$ cat config.mk
export PLATFORM = sky130hd
export DESIGN_NAME = mc_control_unit
export DESIGN_NICKNAME = d
export VERILOG_FILES = /design/src/rtl/mc_control_unit.sv
export SDC_FILE = /design/constraint.sdc
export NUM_CORES = 1
export LEC_CHECK = 0
export BUFFER_PORTS_ARGS = -buffer_cell sky130_fd_sc_hd__buf_2
export CORE_MARGIN = 2
export CORE_UTILIZATION = 30
export CTS_BUF_LIST = sky130_fd_sc_hd__clkbuf_8 sky130_fd_sc_hd__clkbuf_16
export DETAILED_ROUTE_END_ITERATION = 12
export MAX_ROUTING_LAYER = met4
export SETUP_SLACK_MARGIN = 0.2
export SLEW_MARGIN = 5
export SYNTH_ARGS = -nofsm -noshare
export SYNTH_HDL_FRONTEND = slang
export SYNTH_SLANG_ARGS = --single-unit
$ cat constraint.sdc
create_clock -name clk -period 4.2 [get_ports clk]
set_input_delay 0.84 -clock clk [delete_from_list [all_inputs] [get_ports clk]]
set_output_delay 0.84 -clock clk [all_outputs]
set_load 0.01 [all_outputs]
$ cat src/rtl/mc_control_unit.sv
// Multi-cycle MIPS control unit: FETCH/DECODE/EXEC/MEM/WB sequencing, IR ownership,
// ALU operand/op selection, write-back, PC update and imem/dmem handshakes.

package mc_control_unit_pkg;

    localparam int unsigned ALU_OP_BITS = 6;

    // ALU operation encodings
    localparam logic [ALU_OP_BITS-1:0] ALU_ADD  = 6'd0;
    localparam logic [ALU_OP_BITS-1:0] ALU_SUB  = 6'd1;
    localparam logic [ALU_OP_BITS-1:0] ALU_AND  = 6'd2;
    localparam logic [ALU_OP_BITS-1:0] ALU_OR   = 6'd3;
    localparam logic [ALU_OP_BITS-1:0] ALU_XOR  = 6'd4;
    localparam logic [ALU_OP_BITS-1:0] ALU_NOR  = 6'd5;
    localparam logic [ALU_OP_BITS-1:0] ALU_SLT  = 6'd6;
    localparam logic [ALU_OP_BITS-1:0] ALU_SLTU = 6'd7;

    // Primary opcodes
    localparam logic [5:0] OP_RTYPE = 6'h00;
    localparam logic [5:0] OP_BEQ   = 6'h04;
    localparam logic [5:0] OP_BNE   = 6'h05;
    localparam logic [5:0] OP_ADDI  = 6'h08;
    localparam logic [5:0] OP_ADDIU = 6'h09;
    localparam logic [5:0] OP_SLTI  = 6'h0A;
    localparam logic [5:0] OP_SLTIU = 6'h0B;
    localparam logic [5:0] OP_ANDI  = 6'h0C;
    localparam logic [5:0] OP_ORI   = 6'h0D;
    localparam logic [5:0] OP_XORI  = 6'h0E;
    localparam logic [5:0] OP_LUI   = 6'h0F;
    localparam logic [5:0] OP_LW    = 6'h23;
    localparam logic [5:0] OP_SW    = 6'h2B;

    // R-type function codes
    localparam logic [5:0] FN_ADD  = 6'h20;
    localparam logic [5:0] FN_ADDU = 6'h21;
    localparam logic [5:0] FN_SUB  = 6'h22;
    localparam logic [5:0] FN_SUBU = 6'h23;
    localparam logic [5:0] FN_AND  = 6'h24;
    localparam logic [5:0] FN_OR   = 6'h25;
    localparam logic [5:0] FN_XOR  = 6'h26;
    localparam logic [5:0] FN_NOR  = 6'h27;
    localparam logic [5:0] FN_SLT  = 6'h2A;
    localparam logic [5:0] FN_SLTU = 6'h2B;

endpackage

module mc_control_unit
    import mc_control_unit_pkg::*;
#(
    parameter int unsigned XLEN     = 32,
    parameter int unsigned REG_AW   = 5,
    parameter int unsigned ALU_OP_W = 6
) (
    input  logic                clk,
    input  logic                rst_n,
    output logic                imem_req,
    input  logic                imem_ready,
    input  logic [31:0]         imem_rdata,
    input  logic [XLEN-1:0]     reg_out_1,
    input  logic [XLEN-1:0]     reg_out_2,
    input  logic                alu_zero,
    output logic [XLEN-1:0]     alu_b,
    output logic [ALU_OP_W-1:0] alu_op,
    output logic [REG_AW-1:0]   reg_w,
    output logic                reg_write_en,
    output logic                wb_sel,
    output logic                dmem_req,
    output logic                dmem_we,
    input  logic                dmem_ready,
    output logic                pc_write,
    output logic                pc_src,
    output logic                illegal,
    output logic [2:0]          state_dbg
);

    typedef enum logic [2:0] {
        S_FETCH  = 3'd0,
        S_DECODE = 3'd1,
        S_EXEC   = 3'd2,
        S_MEM    = 3'd3,
        S_WB     = 3'd4
    } state_e;

    typedef enum logic [1:0] {
        B_REG  = 2'd0,
        B_SEXT = 2'd1,
        B_ZEXT = 2'd2,
        B_LUI  = 2'd3
    } bsel_e;

    state_e state;
    state_e state_nxt;

    logic [31:0] ir;
    logic [5:0]  opcode;
    logic [5:0]  funct;

    logic                   dec_legal;
    logic                   dec_rtype;
    logic                   dec_load;
    logic                   dec_store;
    logic                   dec_branch;
    logic                   dec_bne;
    bsel_e                  dec_bsel;
    logic [ALU_OP_BITS-1:0] dec_op;
    logic [XLEN-1:0]        operand_b;

    // rs data goes straight to ALU A outside this block; rs index is not needed here
    logic unused_bits;
    assign unused_bits = ^{reg_out_1, ir[25:21]};

    assign opcode    = ir[31:26];
    assign funct     = ir[5:0];
    assign state_dbg = state;

    // State register and instruction register
    always_ff @(posedge clk) begin
        if (!rst_n) begin
            state <= S_FETCH;
            ir    <= '0;
        end else begin
            state <= state_nxt;
            if (state == S_FETCH && imem_ready) begin
                ir <= imem_rdata;
            end
        end
    end

    // Instruction classification from the IR
    always_comb begin
        dec_legal  = 1'b1;
        dec_rtype  = 1'b0;
        dec_load   = 1'b0;
        dec_store  = 1'b0;
        dec_branch = 1'b0;
        dec_bne    = 1'b0;
        dec_bsel   = B_SEXT;
        dec_op     = ALU_ADD;
        case (opcode)
            OP_RTYPE: begin
                dec_rtype = 1'b1;
                dec_bsel  = B_REG;
                case (funct)
                    FN_ADD, FN_ADDU: dec_op = ALU_ADD;
                    FN_SUB, FN_SUBU: dec_op = ALU_SUB;
                    FN_AND:          dec_op = ALU_AND;
                    FN_OR:           dec_op = ALU_OR;
                    FN_XOR:          dec_op = ALU_XOR;
                    FN_NOR:          dec_op = ALU_NOR;
                    FN_SLT:          dec_op = ALU_SLT;
                    FN_SLTU:         dec_op = ALU_SLTU;
                    default:         dec_legal = 1'b0;
                endcase
            end
            OP_BEQ: begin
                dec_branch = 1'b1;
                dec_bsel   = B_REG;
                dec_op     = ALU_SUB;
            end
            OP_BNE: begin
                dec_branch = 1'b1;
                dec_bne    = 1'b1;
                dec_bsel   = B_REG;
                dec_op     = ALU_SUB;
            end
            OP_ADDI, OP_ADDIU: dec_op = ALU_ADD;
            OP_SLTI:           dec_op = ALU_SLT;
            OP_SLTIU:          dec_op = ALU_SLTU;
            OP_ANDI: begin
                dec_bsel = B_ZEXT;
                dec_op   = ALU_AND;
            end
            OP_ORI: begin
                dec_bsel = B_ZEXT;
                dec_op   = ALU_OR;
            end
            OP_XORI: begin
                dec_bsel = B_ZEXT;
                dec_op   = ALU_XOR;
            end
            OP_LUI: begin
                dec_bsel = B_LUI;
                dec_op   = ALU_ADD;
            end
            OP_LW:   dec_load  = 1'b1;
            OP_SW:   dec_store = 1'b1;
            default: dec_legal = 1'b0;
        endcase
    end

    // Operand B: register data or the extended immediate
    always_comb begin
        operand_b = '0;
        case (dec_bsel)
            B_REG:   operand_b = reg_out_2;
            B_SEXT:  operand_b = XLEN'($signed(ir[15:0]));
            B_ZEXT:  operand_b = XLEN'(ir[15:0]);
            B_LUI:   operand_b = XLEN'($signed({ir[15:0], 16'h0000}));
            default: operand_b = '0;
        endcase
    end

    // Destination register: rd for R-type, rt otherwise
    always_comb begin
        reg_w = dec_rtype ? REG_AW'(ir[15:11]) : REG_AW'(ir[20:16]);
    end

    // Next-state and output decode; reset forces the idle output set
    always_comb begin
        state_nxt    = state;
        imem_req     = 1'b0;
        pc_write     = 1'b0;
        pc_src       = 1'b0;
        dmem_req     = 1'b0;
        dmem_we      = 1'b0;
        reg_write_en = 1'b0;
        wb_sel       = 1'b0;
        illegal      = 1'b0;
        alu_op       = ALU_OP_W'(ALU_ADD);
        alu_b        = '0;

        case (state)
            S_FETCH: begin
                imem_req = 1'b1;
                if (imem_ready) begin
                    pc_write  = 1'b1;
                    state_nxt = S_DECODE;
                end
            end
            S_DECODE: begin
                if (!dec_legal) begin
                    illegal   = 1'b1;
                    state_nxt = S_FETCH;
                end else begin
                    state_nxt = S_EXEC;
                end
            end
            S_EXEC: begin
                alu_op = ALU_OP_W'(dec_op);
                alu_b  = operand_b;
                if (dec_branch) begin
                    if (alu_zero ^ dec_bne) begin
                        pc_write = 1'b1;
                        pc_src   = 1'b1;
                    end
                    state_nxt = S_FETCH;
                end else if (dec_load || dec_store) begin
                    state_nxt = S_MEM;
                end else begin
                    state_nxt = S_WB;
                end
            end
            S_MEM: begin
                alu_op   = ALU_OP_W'(dec_op);
                alu_b    = operand_b;
                dmem_req = 1'b1;
                dmem_we  = dec_store;
                wb_sel   = dec_load;
                if (dmem_ready) begin
                    state_nxt = dec_store ? S_FETCH : S_WB;
                end
            end
            S_WB: begin
                alu_op       = ALU_OP_W'(dec_op);
                alu_b        = operand_b;
                wb_sel       = dec_load;
                reg_write_en = (reg_w != '0);
                state_nxt    = S_FETCH;
            end
            default: state_nxt = S_FETCH;
        endcase

        if (!rst_n) begin
            state_nxt    = S_FETCH;
            imem_req     = 1'b0;
            pc_write     = 1'b0;
            pc_src       = 1'b0;
            dmem_req     = 1'b0;
            dmem_we      = 1'b0;
            reg_write_en = 1'b0;
            wb_sel       = 1'b0;
            illegal      = 1'b0;
            alu_op       = ALU_OP_W'(ALU_ADD);
            alu_b        = '0;
        end
    end

endmodule

Word-level counts from Yosys, hierarchy flattened:

Cells that the tools add are included.

* bits in registers: 35
* input bits: 101
* output and inout bits: 54
* logic and storage cells: 92

* bitwise logic cells: 1
* reduce and logical (&&, ||, !) cells: 15
* equality and inequality tests: 31
* muxes and demuxes: 43

Operators by type and width (count)
* $pmux W32 S4: 1
* $eq A6 B6 Y1 const B: 12
* $mux W32: 2
* $eq A6 B4 Y1 const B: 8
* $pmux W3 S7: 2
* $mux W1: 25
* $mux W3: 5
* $eq A6 B3 Y1 const B: 2
* $mux W6: 2
* $pmux W3 S4: 1
* $reduce_or A12 Y1: 1
* $reduce_or A10 Y1: 1
* $reduce_or A3 Y1: 3
* $eq A3 B2 Y1 const B: 2
* $logic_not A6 Y1: 1
* $pmux W2 S3: 1
* $reduce_or A2 Y1: 3
* $mux W5: 1
* $reduce_bool A5 Y1: 1
* $eq A2 B2 Y1 const B: 2
* $ne A2 B2 Y1 const B: 2
* $pmux W1 S2: 2
* $eq A3 B1 Y1 const B: 1
* $eq A3 B3 Y1 const B: 1
* 8 further kinds: 8

Depth between registers and ports, before layout:

* word-level depth: 7
* depth in mapped cells: 6
* gate-level depth less buffers: 4

Worst setup path before layout:

No wires, ideal clock.

* path kind: input-to-output
* start point: input imem_ready
* end point: output pc_write
* required time: 3.360 ns
* path slack: 1.681 ns
* path buffers: 1
* stages on the path: 3
* data arrival time: 1.679 ns
* cell sequence: nand3b_1 -> clkbuf_1 -> a211oi_1

* longest elaborated chain between the ends: 3

Ends and longest elaborated chain
* from (decl): RTL line 57 `input logic imem_ready,`
* $mux W1: RTL line 225 `if (imem_ready) begin`
* $pmux W1 S2: RTL line 222 `case (state)`
* $mux W1: RTL line 273 `if (!rst_n) begin`
* to (decl): RTL line 70 `output logic pc_write,`

Every way passes these cells.

Worst setup path after layout:

* start point: register ir[29]
* end point: output alu_b[25]

* longest elaborated chain between the ends: 7
* elaborated cells on any way between the ends: 17
* classes of those cells: eq/ne (9); mux (4); reduce/logical (4)

Ends and longest elaborated chain
* from (decl): RTL line 94 `logic [31:0] ir;`
* from (signal assigned): RTL line 124 `ir <= imem_rdata;`
* $eq A6 B4 Y1, or another cell as far along: RTL line 139 `case (opcode)`
* $reduce_or A3 Y1 (no source line)
* $pmux W2 S3 *: RTL line 139
* $eq A2 B2 Y1, or another cell as far along: RTL line 194 `case (dec_bsel)`
* $pmux W32 S4 *: RTL line 194
* $mux W32 *: RTL line 222
* $mux W32 *: RTL line 273
* to (decl): RTL line 62 `output logic [XLEN-1:0] alu_b,`

Mark *: on every way between the ends. The rest lies on a longest branch, timed or not.

==> impl_metrics.json <==
{
  "worstSetupEndpoint": "alu_b[25]",
  "clock_path_buffers": 2,
  "cts_made_buffers": 5,
  "io_pins": 155,
  "crit_fanout": 18,
  "p_per_area_mw_per_mm2": 311.5,
  "drv_cap": 0,
  "ant_nets": 0,
  "dr.pass1.iters": 4,
  "fin_ws_ps": 796.8,
  "hold_buffers": 0,
  "rows": 30,
  "r2r_start": "ir[28]",
  "grt_pass1_wl_um": 11120,
  "ys_warn_count": 0,
  "tritoncts": "yes",
  "drive_gt1_frac": 0.3423,
  "final_cells": 505,
  "regToRegSetupSlack_ps": 2370,
  "clock-sinks": 30,
  "seq_area_um2": 600.6,
  "drc": 0,
  "fmax_mhz": 293.8,
  "die_y_um": 87.93,
  "startpoint_type": "flop",
  "synth_ff_type": "dfxtp_1",
  "rsz0062_at_grt": "no",
  "synth.avg_cell_area_um2": 6.906,
  "grt_pass1_vias": 2304,
  "multi_input_area_mm2": 0.001375,
  "path_class": "reg -> out",
  "wl_per_cell_um": 14.67,
  "maxSlewHeadroom": 0.3527,
  "hold_path.class": "reg -> reg",
  "grt_remaining_overflow": 0,
  "reg2regPathDepth": 4,
  "peakVddDrop_mv": 0.1530,
  "ys_seq_area_frac": 0.2842,
  "syn_inst": 306,
  "min_period_ps": 3403,
  "crit_arrival_ps": 2560,
  "clock-root-buffer": "clkbuf_8",
  "crit_start": "ir[29]",
  "grt_antenna_before_repair": 0,
  "area_growth_pct": 33.16,
  "post_cts_buffers": 0,
  "dp_hpwl_um": 5165,
  "drt_wl_total_um": 7407,
  "end_kind": "output port",
  "ys_ff_latch": 30,
  "grt.total_usage": 0.1898,
  "status": "completed",
  "fillers": 745,
  "place_ws_ps": 1170,
  "clock_skew_ps": 10.52,
  "timing.final.max_slew_violations": 0,
  "initial_utilization": 0.3110,
  "clk_pin_slew_ps": 70,
  "nets": 509,
  "first_iter_violations": 208,
  "die_area_mm2": 0.007732,
  "leakage_nw": 1.241,
  "ctsResizeCount": 0,
  "r2r_end": "state_dbg[2]",
  "via_per_inst": 5.073,
  "setup_tns_ps": 0,
  "diodes": 0,
  "cts_max_level": 2,
  "clock_latency_ps": 290,
  "worstPathCellList": "or4_4 -> a21oi_4 -> a21oi_2 -> a21oi_1 -> buf_2",
  "hold_viol": 0,
  "syn-cell-area_mm2": 0.002113,
  "setup_viol": 0,
  "grt_max_degree": 30,
  "vias": 2562,
  "tightest_slew_ps": 969.9,
  "cp.required_ps": 3360,
  "die_w_um": 87.93,
  "synth-async-reset-ratio": 0,
  "gp_congestion": 0.7889,
  "min_from": "ir[18]",
  "critPathSlowestCell": "or4_4",
  "portBuffers": 114,
  "synthDistinctLibCells": 46,
  "critPathMaxStageDelay_ps": 640,
  "dp_cells": 497,
  "fp.coreArea_mm2": 0.006794,
  "layout_common_cells": "114 x buf_2, 74 x nand2_1, 47 x a21oi_1",
  "synth_edf_count": 0,
  "final_common_cell": "buf_2",
  "period_share": 0.8103
}
[critical path: cells and delay by family (launching register included)]
family / cells / cell delay, ps
compound gates: 3 / 1000
buf+inv: 1 / 150
flops: 1 / 470
simple gates: 1 / 640
[worst min-delay path by stage]
stage	end	slack, ps	depth (start not counted)
after floorplan	ir[18]	430	2
after global placement	ir[18]	440	2
after detailed placement	ir[18]	450	2
after CTS	ir[18]	460	2
after global routing	ir[18]	480	2
final	ir[18]	450	2
[Yosys cell counts, types with 3 or more instances]
master	instances	area share
nand2b_1	6	0.018
nor3_1	4	0.0095
buf_4	6	0.021
inv_1	6	0.011
a211oi_1	3	0.011
nand2_1	74	0.13
a22oi_1	16	0.057
o21ai_0	18	0.043
buf_2	6	0.014
nor2_1	26	0.046
dfxtp_1	30	0.28
clkbuf_1	12	0.021
nand3b_1	4	0.014
mux2_2	6	0.032
a21oi_1	47	0.11
nor4_1	3	0.0089
a221oi_1	3	0.012
xor2_1	3	0.012
[layer usage]
| layer | share of wire | global-route usage |
|---|---|---|
| met2 | 0.49 | 0.3168 |
| met4 | 0.010 | 0.05455 |
| met3 | 0.056 | 0.03487 |
| met1 | 0.44 | 0.2334 |
| met5 | 0 | - |
[state kept, by name, indices dropped and copies added (netlist names)]
name / count
ir: 27
state_dbg: 3
[power breakdown]
part	switching, mW	internal (mW)	total (mW)	leakage, nW
clock	0.117	0.132	0.248	0.0472
sequential	0.0402	0.307	0.347	0.246
combinational	0.168	0.113	0.281	0.948
[kinds of logic after synthesis]
logic type,synth area share
simple gates,0.3031
flops,0.2842
buf+inv,0.07282
other cells,0.001774
compound gates,0.2889
mux,0.03671
xor+xnor,0.01244
[layout make-up]
type / count / area share
Clock buffer: 6 / 0.02935
Sequential cell: 30 / 0.2134
Multi-Input combinational cell: 247 / 0.4887
Clock inverter: 2 / 0.004446
Inverter: 6 / 0.008004
Tap cell: 96 / 0.04269
Timing Repair Buffer: 118 / 0.2134
[per-stage QoR]
step | util | power (mW) | hold slack [ps] | instance area [µm²]
after floorplan | - | 0.5377 | 432.9 | 2121
after global placement | 0.4002 | 0.6266 | 444.7 | 2719
after detailed placement | 0.4002 | 0.6328 | 446.8 | 2719
after CTS | 0.4142 | 0.8789 | 457.4 | 2814
after global routing | 0.4142 | 0.9246 | 484.7 | 2814
final | 0.4142 | 0.8766 | 453.2 | 2814
(Power assumes the default switching activity.)
